===== src/rtl/sd_spi_master_pkg.sv =====
// Shared definitions for the SD-card SPI master: register map, status bits, FSM encoding.
package sd_spi_master_pkg;

    localparam int unsigned DATA_W = 32;
    localparam int unsigned ADDR_W = 6;
    localparam int unsigned STRB_W = 4;

    localparam logic [ADDR_W-1:0] REG_DATA   = 6'h00;
    localparam logic [ADDR_W-1:0] REG_STATUS = 6'h01;
    localparam logic [ADDR_W-1:0] REG_DIV    = 6'h02;
    localparam logic [ADDR_W-1:0] REG_CTRL   = 6'h03;

    localparam int unsigned ST_BUSY = 7;
    localparam int unsigned ST_DONE = 6;
    localparam int unsigned ST_WCOL = 5;

    typedef enum logic [1:0] {
        S_IDLE = 2'd0,
        S_LOW  = 2'd1,
        S_HIGH = 2'd2
    } state_t;

endpackage


===== src/rtl/sd_spi_master_if.sv =====
// Peripheral register bus shared by the I/O-controller blocks.
interface sd_spi_master_if;
    import sd_spi_master_pkg::*;

    logic [DATA_W-1:0] data_out;
    logic [DATA_W-1:0] data_in;
    logic [ADDR_W-1:0] addr;
    logic              cs;
    logic              oe;
    logic [STRB_W-1:0] wstrb;

    modport master (output data_in, addr, cs, oe, wstrb, input data_out);
    modport slave  (input data_in, addr, cs, oe, wstrb, output data_out);
endinterface


===== src/rtl/sd_spi_master_spi_clkgen.sv =====
// Half-period divider: counts DIV..0 and pulses rise/fall on the terminal count.
module sd_spi_master_spi_clkgen #(
    parameter int unsigned DIV_W = 8
) (
    input  logic             clk,
    input  logic             nrst,
    input  logic             load,
    input  logic             run,
    input  logic             phase_high,
    input  logic [DIV_W-1:0] div,
    output logic             rise_c,
    output logic             fall_c
);

    logic [DIV_W-1:0] cnt;
    logic             tick_c;

    // Terminal count of the current half-period.
    assign tick_c = run && (cnt == '0);
    assign rise_c = tick_c && !phase_high;
    assign fall_c = tick_c && phase_high;

    // Reload from DIV only at start or terminal count, so a DIV write never cuts a half-period short.
    always_ff @(posedge clk) begin
        if (!nrst) begin
            cnt <= '0;
        end else if (load || tick_c) begin
            cnt <= div;
        end else if (run) begin
            cnt <= cnt - DIV_W'(1);
        end
    end

endmodule


===== src/rtl/sd_spi_master.sv =====
// Byte-wide mode-0 SPI master for the SD card with a small register interface.
module sd_spi_master
    import sd_spi_master_pkg::*;
#(
    parameter int unsigned      DIV_W   = 8,
    parameter logic [DIV_W-1:0] DIV_RST = DIV_W'(99)
) (
    input  logic                  clk,
    input  logic                  nrst,
    sd_spi_master_if.slave        bus,
    output logic                  spi_sck,
    output logic                  spi_mosi,
    input  logic                  spi_miso,
    output logic                  spi_cs_n,
    output logic                  irq
);

    state_t           state;
    logic [DIV_W-1:0] div;
    logic [7:0]       sh;
    logic [7:0]       rx_data;
    logic [2:0]       bitn;
    logic             s;
    logic             busy;
    logic             done;
    logic             wcol;
    logic             ie;

    logic             wr_c;
    logic             rd_c;
    logic             start_c;
    logic             wcol_set_c;
    logic             rd_data_c;
    logic             rd_status_c;
    logic             wr_div_c;
    logic             wr_ctrl_c;
    logic             rise_c;
    logic             fall_c;
    logic             last_c;
    logic             done_nxt_c;
    logic             ie_nxt_c;
    logic [7:0]       status_c;
    logic             unused_c;

    // Bus strobes; only the low byte lane is implemented.
    assign wr_c        = bus.cs && bus.wstrb[0];
    assign rd_c        = nrst && bus.cs && bus.oe;
    assign start_c     = wr_c && (bus.addr == REG_DATA) && (state == S_IDLE);
    assign wcol_set_c  = wr_c && (bus.addr == REG_DATA) && (state != S_IDLE);
    assign wr_div_c    = wr_c && (bus.addr == REG_DIV);
    assign wr_ctrl_c   = wr_c && (bus.addr == REG_CTRL);
    assign rd_data_c   = rd_c && (bus.addr == REG_DATA);
    assign rd_status_c = rd_c && (bus.addr == REG_STATUS);
    assign unused_c    = ^{bus.data_in[DATA_W-1:8], bus.wstrb[STRB_W-1:1]};

    // Completion sets done with priority over any clearing read in the same cycle.
    assign last_c     = fall_c && (state == S_HIGH) && (bitn == 3'd7);
    assign done_nxt_c = last_c || (done && !(rd_data_c || start_c));
    assign ie_nxt_c   = wr_ctrl_c ? bus.data_in[1] : ie;

    sd_spi_master_spi_clkgen #(.DIV_W(DIV_W)) u_clkgen (
        .clk        (clk),
        .nrst       (nrst),
        .load       (start_c),
        .run        (state != S_IDLE),
        .phase_high (state == S_HIGH),
        .div        (div),
        .rise_c     (rise_c),
        .fall_c     (fall_c)
    );

    // Status byte assembly.
    always_comb begin
        status_c          = '0;
        status_c[ST_BUSY] = busy;
        status_c[ST_DONE] = done;
        status_c[ST_WCOL] = wcol;
    end

    // Register read mux; zero when not selected for read.
    always_comb begin
        bus.data_out = '0;
        if (rd_c) begin
            case (bus.addr)
                REG_DATA:   bus.data_out = DATA_W'(rx_data);
                REG_STATUS: bus.data_out = DATA_W'(status_c);
                REG_DIV:    bus.data_out = DATA_W'(div);
                REG_CTRL:   bus.data_out = DATA_W'({ie, spi_cs_n});
                default:    bus.data_out = '0;
            endcase
        end
    end

    // Transfer FSM, registered pins and software-visible registers.
    always_ff @(posedge clk) begin
        if (!nrst) begin
            state    <= S_IDLE;
            spi_sck  <= 1'b0;
            spi_mosi <= 1'b1;
            spi_cs_n <= 1'b1;
            irq      <= 1'b0;
            busy     <= 1'b0;
            done     <= 1'b0;
            wcol     <= 1'b0;
            ie       <= 1'b0;
            rx_data  <= '0;
            div      <= DIV_RST;
            sh       <= '0;
            bitn     <= '0;
            s        <= 1'b0;
        end else begin
            done <= done_nxt_c;
            ie   <= ie_nxt_c;
            irq  <= done_nxt_c && ie_nxt_c;

            if (wr_div_c) begin
                div <= DIV_W'(bus.data_in[7:0]);
            end
            if (wr_ctrl_c) begin
                spi_cs_n <= bus.data_in[0];
            end
            if (wcol_set_c) begin
                wcol <= 1'b1;
            end else if (rd_status_c) begin
                wcol <= 1'b0;
            end

            case (state)
                S_IDLE: begin
                    if (start_c) begin
                        sh       <= bus.data_in[7:0];
                        spi_mosi <= bus.data_in[7];
                        bitn     <= '0;
                        busy     <= 1'b1;
                        state    <= S_LOW;
                    end
                end
                S_LOW: begin
                    if (rise_c) begin
                        spi_sck <= 1'b1;
                        s       <= spi_miso;
                        state   <= S_HIGH;
                    end
                end
                S_HIGH: begin
                    if (fall_c) begin
                        spi_sck <= 1'b0;
                        if (bitn == 3'd7) begin
                            rx_data  <= {sh[6:0], s};
                            busy     <= 1'b0;
                            spi_mosi <= 1'b1;
                            state    <= S_IDLE;
                        end else begin
                            sh       <= {sh[6:0], s};
                            spi_mosi <= sh[6];
                            bitn     <= bitn + 3'd1;
                            state    <= S_LOW;
                        end
                    end
                end
                default: state <= S_IDLE;
            endcase
        end
    end

endmodule


===== src/flat_wrapper.sv =====
// flat-port wrapper written by rule: the top's interface ports become plain ports
module sd_spi_master_flat import sd_spi_master_pkg::*;
#(
    parameter int unsigned      DIV_W   = 8,
    parameter logic [DIV_W-1:0] DIV_RST = DIV_W'(99)
)
  (clk, nrst, spi_sck, spi_mosi, spi_miso, spi_cs_n, irq, bus_data_in, bus_addr, bus_cs, bus_oe, bus_wstrb, bus_data_out);
  sd_spi_master_if bus_i ();
  input  logic clk;
  input  logic nrst;
  output logic spi_sck;
  output logic spi_mosi;
  input  logic spi_miso;
  output logic spi_cs_n;
  output logic irq;
  input wire logic [$bits(bus_i.data_in)-1:0] bus_data_in;
  input wire logic [$bits(bus_i.addr)-1:0] bus_addr;
  input wire logic [$bits(bus_i.cs)-1:0] bus_cs;
  input wire logic [$bits(bus_i.oe)-1:0] bus_oe;
  input wire logic [$bits(bus_i.wstrb)-1:0] bus_wstrb;
  output wire logic [$bits(bus_i.data_out)-1:0] bus_data_out;
  assign bus_i.data_in = bus_data_in;
  assign bus_i.addr = bus_addr;
  assign bus_i.cs = bus_cs;
  assign bus_i.oe = bus_oe;
  assign bus_i.wstrb = bus_wstrb;
  assign bus_data_out = bus_i.data_out;
  sd_spi_master #(.DIV_W(DIV_W), .DIV_RST(DIV_RST)) u_core (.clk(clk), .nrst(nrst), .bus(bus_i), .spi_sck(spi_sck), .spi_mosi(spi_mosi), .spi_miso(spi_miso), .spi_cs_n(spi_cs_n), .irq(irq));
endmodule

===== config.mk =====
export PLATFORM = sky130hd
export DESIGN_NAME = sd_spi_master_flat
export DESIGN_NICKNAME = d
export VERILOG_FILES = /design/src/rtl/sd_spi_master_pkg.sv /design/src/rtl/sd_spi_master_if.sv /design/src/rtl/sd_spi_master_spi_clkgen.sv /design/src/rtl/sd_spi_master.sv /design/src/flat_wrapper.sv
export SDC_FILE = /design/constraint.sdc
export NUM_CORES = 1
export LEC_CHECK = 0
export ABC_AREA = 1
export CAP_MARGIN = 40
export CORE_UTILIZATION = 50
export CTS_CLUSTER_DIAMETER = 40
export CTS_CLUSTER_SIZE = 16
export DETAILED_ROUTE_END_ITERATION = 12
export PLACE_DENSITY = 0.86
export SYNTH_ARGS = -nofsm -noshare
export SYNTH_HDL_FRONTEND = slang
export SYNTH_SLANG_ARGS = --single-unit
export TNS_END_PERCENT = 5

===== constraint.sdc =====
create_clock -name clk -period 2.5 [get_ports clk]
set_clock_uncertainty 0.1 [all_clocks]
set_input_delay 0.5 -clock clk [delete_from_list [all_inputs] [get_ports clk]]
set_output_delay 0.5 -clock clk [all_outputs]
set_load 0.02 [all_outputs]

-- Word level (Yosys, flattened, before mapping)
Cells that the tools add are included.
- add/subtract/negate cells: 2
- eq/ne operators: 11
- multiplexer cells: 31
- reduce and logical (&&, ||, !) cells: 37
- operator list (cell ; number):
    $mux W32 ; 1
    $pmux W8 S4 ; 1
    $mux W7 ; 3
    $logic_and A1 B1 Y1 ; 17
    $mux W8 ; 2
    $pmux W7 S2 ; 1
    $eq A6 B2 Y1 const B ; 2
    $mux W1 ; 12
    $reduce_and A3 Y1 ; 4
    $reduce_bool A2 Y1 ; 5
    $mux W3 ; 3
    $logic_not A8 Y1 ; 1
    $ne A2 B1 Y1 const B ; 4
    $reduce_and A4 Y1 ; 2
    $sub A8 B1 Y8 const B ; 1
    $eq A6 B1 Y1 const B ; 1
    $logic_not A6 Y1 ; 1
    $mux W2 ; 3
    $pmux W1 S2 ; 3
    $pmux W2 S3 ; 1
    $pmux W3 S2 ; 1
    $add A3 B1 Y3 const B ; 1
    $eq A3 B3 Y1 const B ; 1
    $logic_or A1 B1 Y1 ; 3
    6 further kinds ; 7
- flip-flop bits (word level): 45
- input port bits: 47
- output and inout bits: 36
- logic and storage cells: 96

-- Logic depth before layout (Yosys ltp)
- word-level depth: 8
- gate-level depth with buffers: 10
- gate-level depth less buffers: 10

-- Modules after synthesis
From an unflattened synthesis, not the netlist that was laid out.
- cell total of the unflattened synthesis: 394
- area total of the unflattened synthesis: 2593.7 um2
- modules (own cells, without submodules) (module ; times used ; cells each ; area an instance (um2) ; seq. area each (um2)):
    sd_spi_master ; 1 ; 284 ; 1959.4 ; 740.7
    sd_spi_master_spi_clkgen ; 1 ; 110 ; 634.4 ; 160.2

-- Worst setup path before layout
OpenSTA, ideal clock, no wires.
- path kind: input -> output
- start: input port bus_addr[3]
- end: output port bus_data_out[3]
- arrival time: 1565 ps
- required time: 1900 ps
- path slack: 335 ps
- cell stages on the path: 5
- path buffers: 0
- cells stage by stage: nor2_2 > nand2_2 > nor3_4 > nand2_1 > a21boi_0
- longest elaborated chain between the ends: 3
- elaborated cells between the ends (all ways): 6
- those cells by class: 3 x eq/ne; 2 x mux; 1 x reduce/logical
- RTL lines (element ; line ; source):
    start, declared ; flat_wrapper.sv:17 ; input wire logic [$bits(bus_i.addr)-1:0] bus_addr;
    $eq A6 B2 Y1, or another cell as far along ; sd_spi_master.sv:84 ; case (bus.addr)
    $pmux W8 S4 * ; sd_spi_master.sv:84 ;
    $mux W32 * ; sd_spi_master.sv:83 ; if (rd_c) begin
    end, declared ; flat_wrapper.sv:21 ; output wire logic [$bits(bus_i.data_out)-1:0] bus_data_out;
Every way passes the cells marked *; elsewhere a longest branch is shown, timed or not.

-- Worst setup path after layout
- start: input port bus_addr[1]
- end: output port bus_data_out[6]
Same word-level chain as after synthesis.

==> parameters.txt <==
Parameter                              Value

Run status
  Run status ... completed

STA
  Clock period minus final worst setup slack ... between 2000 and 2500 ps
  Count of final setup violators ... 0
  Min Hold Slack ... around 380 ps
  Number of hold violations in the final report ... 0
  Achievable frequency ... 0.409 GHz
  Final number of max-transition violations ... 0
  Crit share post-route ... just under 100%

Yosys
  Synth top cells by count ... nand2_1, dfxtp_1, inv_1
  Synth top area cells ... dfxtp_1, nand2_1, buf_4
  Synth warnings ... 0
  Number of standard cells after synthesis ... 360
  Flops & latches, synth ... 45
  Number of library cell types mapped by synthesis ... between 40 and 50
  Area of the mapped netlist ... approximately 0.0026 mm2
  Share of Yosys cell area claimed by the top area cell type ... 34.7%
  Flip-flop cell with the highest count after synthesis ... dfxtp_1
  Cell type with the highest aggregate area in the netlist ... dfxtp_1
  Share of flip-flops with an asynchronous set or reset ... 0%
  Average cell area after synthesis ... a little over 7 um2
  EDFF count, synth ... 0
  Sequential share of the synthesized area ... approximately a third
  Library cell with the highest instance count after synthesis ... nand2_1

CTS
  TritonCTS clock tree ... done
  H-tree levels ... 2
  Clock latency on the worst-skew pair ... between 200 and 300 ps
  CTS max path bufs ... 2
  CTS clk-pin slew, worst paths ... ~80 ps
  TritonCTS sink count ... 45
  CTS Buf Count ... 5
  Buffer type at the clock tree root ... clkbuf_8

Floorplan
  Chip width ... around 74 um
  Area inside the core boundary ... between 0.004 and 0.005 mm2
  Floorplan die area ... between 0.005 and 0.006 mm2
  I/O pin cnt ... 83
  Effective utilization at floorplan ... 53.6%
  Floorplan row count ... 25
  Die Span Y ... around 74 um

Power
  Worst IR drop on VDD ... ~0.59 mV
  Combinational fraction of design power ... between 50% and 60%
  Pint ... approximately 1.7 mW
  Static leakage power ... 1.47 nW
  Part of the power in registers ... a little under a third
  Pwr dens ... roughly 950 mW/mm2
  Switching power ... between 1 and 1.5 mW
  Switching share of power ... 44.4%
  Clock power frac ... between 10% and 20%

Routing
  Met3 wire length ... 409 um
  Met1 layer wirelength in the final routing ... about 2.8 mm
  Number of search-and-repair iterations in the first detailed-routing pass ... 5
  Initial DRC count ... around 230
  Final wirelength ... ~6.7 mm
  DRC Markers ... 0
  Max Used Layer ... met4
  Post-route antenna net violation count ... 0
  Met2 Routed Length ... between 3 and 4 mm
  Post-DR vias/cell ... between 5 and 6
  Total number of vias ... approximately 2600
  Avg WL per Cell ... ~14 um

Critical path
  Arrival time of data at the critical path endpoint ... approximately 1800 ps
  Cell count along the critical path ... 9
  Required time worst endpoint ... approximately 1900 ps
  Cell Chain, Critical Path ... clkdlybuf4s15_1 > inv_1 > nor3_4 > buf_4 > inv_4 > o211ai_1 > nand2_1 > inv_1 > buf_6
  Cell type of the slowest stage on the worst timing path ... clkdlybuf4s15_1
  Crit start category ... primary input
  Most common cell on crit path ... inv_1
  Top cell family by delay on the critical path ... buffers and inverters
  Reg2Reg Depth ... 8
  Maximum net fanout on the critical path ... 5
  Bufs and invs on worst path ... 6
  Crit end category ... output port
  Classification of the worst setup path ... primary input to output port
  Peak per-stage delay on the critical path ... around 290 ps

Place
  Detail Placement HPWL ... around 4.7 mm
  Placed instance area ... between 0.002 and 0.003 mm2
  # port buffers ... 31
  Routability-driven placement congestion ratio ... between 0.8 and 0.9

Final layout
  FILL cells ... a little under 400
  Register area ... 901 um2
  Area growth, synth to finish ... 21.5%
  Area used by multi-input combinational logic ... 0.00137 mm2
  Antenna Cells ... 0
  Post-route cell area ... ~0.0032 mm2
  Layout cells sized above 1 ... between 10% and 20%
  Nets@finish ... about 460

GRT
  Overall overflow remaining after global route ... 0
  Initial antenna violation count ... 0
  Largest net degree at the start of global routing ... 29
  Vias in the first global route ... between 2000 and 2500
  Overall track demand over capacity in global routing ... between 20% and 30%
  Wire length of the first global-routing pass ... ~11 mm

Hold path
  Cells on Worst Hold Path ... 2
  Path class of the lowest-slack min-delay path ... flip-flop to flip-flop

Job
  Number of max-cap violations ... 0
area by class of cell:
type                    count  area share [%]
inverters                  48            6.18
clock inverters             2            1.11
clock buffers               5            2.18
repair buffers             56            15.9
flip-flops and latches     45            28.5
well taps                  67            2.66
multi-input cells         257            43.4
path summary, 6_finish.rpt:
path | start | endpoint | slack, ps
setup / recovery | bus_addr[1] | bus_data_out[6] | 60
hold / removal | u_core.bitn[1] | u_core.bitn[1] | 380
setup reg to reg | u_core.u_clkgen.cnt[0] | u_core.u_clkgen.cnt[5] | 750
hold reg to reg | u_core.bitn[1] | u_core.bitn[1] | 380
state kept, by name, summed over array words and instances, names as in the netlist:
name,cells
u_core.bitn,3
u_core.busy,1
u_core.div,8
u_core.done,1
u_core.ie,1
u_core.irq,1
u_core.rx_data,8
u_core.s,1
u_core.sh,7
u_core.spi_cs_n,1
u_core.spi_mosi,1
u_core.spi_sck,1
u_core.state,2
u_core.u_clkgen.cnt,8
u_core.wcol,1
per-layer routing:
layer  track usage (%)  vias up
li1                  -     1222
met1              30.8     1221
met2              44.1       99
met3              4.88        8
met4              8.55        0
met5                 0        -
metrics by stage:
| stage | utilization, % | setup slack [ps] | TNS, ps | power [mW] | cells |
|---|---|---|---|---|---|
| floorplan | - | 335 | 0 | 2.11 | 383 |
| global placement | 60.9 | -577 | -3990 | 2.37 | 463 |
| detailed placement | 60.9 | -588 | -4210 | 2.46 | 463 |
| CTS | 64.7 | 5.82 | 0 | 2.99 | 480 |
| global route | 65.1 | -43.3 | -106 | 3.20 | 480 |
| finish | 65.1 | 56.2 | 0 | 2.99 | 480 |
power by group through the flow:
| stage | Combinational (mW) | Clock (mW) | Sequential (mW) |
|---|---|---|---|
| finish | 1.52 | 0.533 | 0.937 |
| global route | 1.69 | 0.568 | 0.949 |
| detailed placement | 1.50 | 0 | 0.952 |
| global placement | 1.42 | 0 | 0.945 |
| floorplan | 1.17 | 0 | 0.946 |
| CTS | 1.52 | 0.535 | 0.935 |
cell families (layout without fill, tap and decap cells):
kind of cell / after synthesis / after routing / share of synthesized area [%]
other: 1 / 24 / 0.144
buffers and inverters: 81 / 111 / 17.1
AO/OA/AOI/OAI: 72 / 72 / 16.1
flip-flops: 45 / 45 / 34.7
XOR/XNOR: 2 / 2 / 0.674
adder cells (fa/ha/maj): 4 / 4 / 1.93
AND/OR/NAND/NOR: 155 / 155 / 29.3
timing repair:
action	CTS	global route
pin swaps	7	3
setup buffers	10	0
hold buffers	0	0
gates resized for setup	44	8
endpoints found under the setup margin	8	8
cell usage in the layout (no fill, tap or decap), types with 3 or more instances in the layout:
master            n
a21oi_1          25
clkdlybuf4s15_2   3
o21ai_0          24
nand2_4           6
nand2_1          71
clkdlybuf4s15_1   4
nor3_4            3
clkdlybuf4s50_1  17
nand3_1          12
conb_1           24
nor2_1           37
inv_2             5
nor2_4            5
buf_4            25
nor2_2            3
nand2_2           4
dfxtp_1          45
clkbuf_8          5
nand4_1           9
o211ai_1         12
ha_1              4
inv_1            38
tightest hold or removal path, cell delays in order, from the launching register on:
cell and delay (ps):
dfxtp_1 320, nand2_1 60, a21oi_1 50
Power figures use the tool's default switching activity.
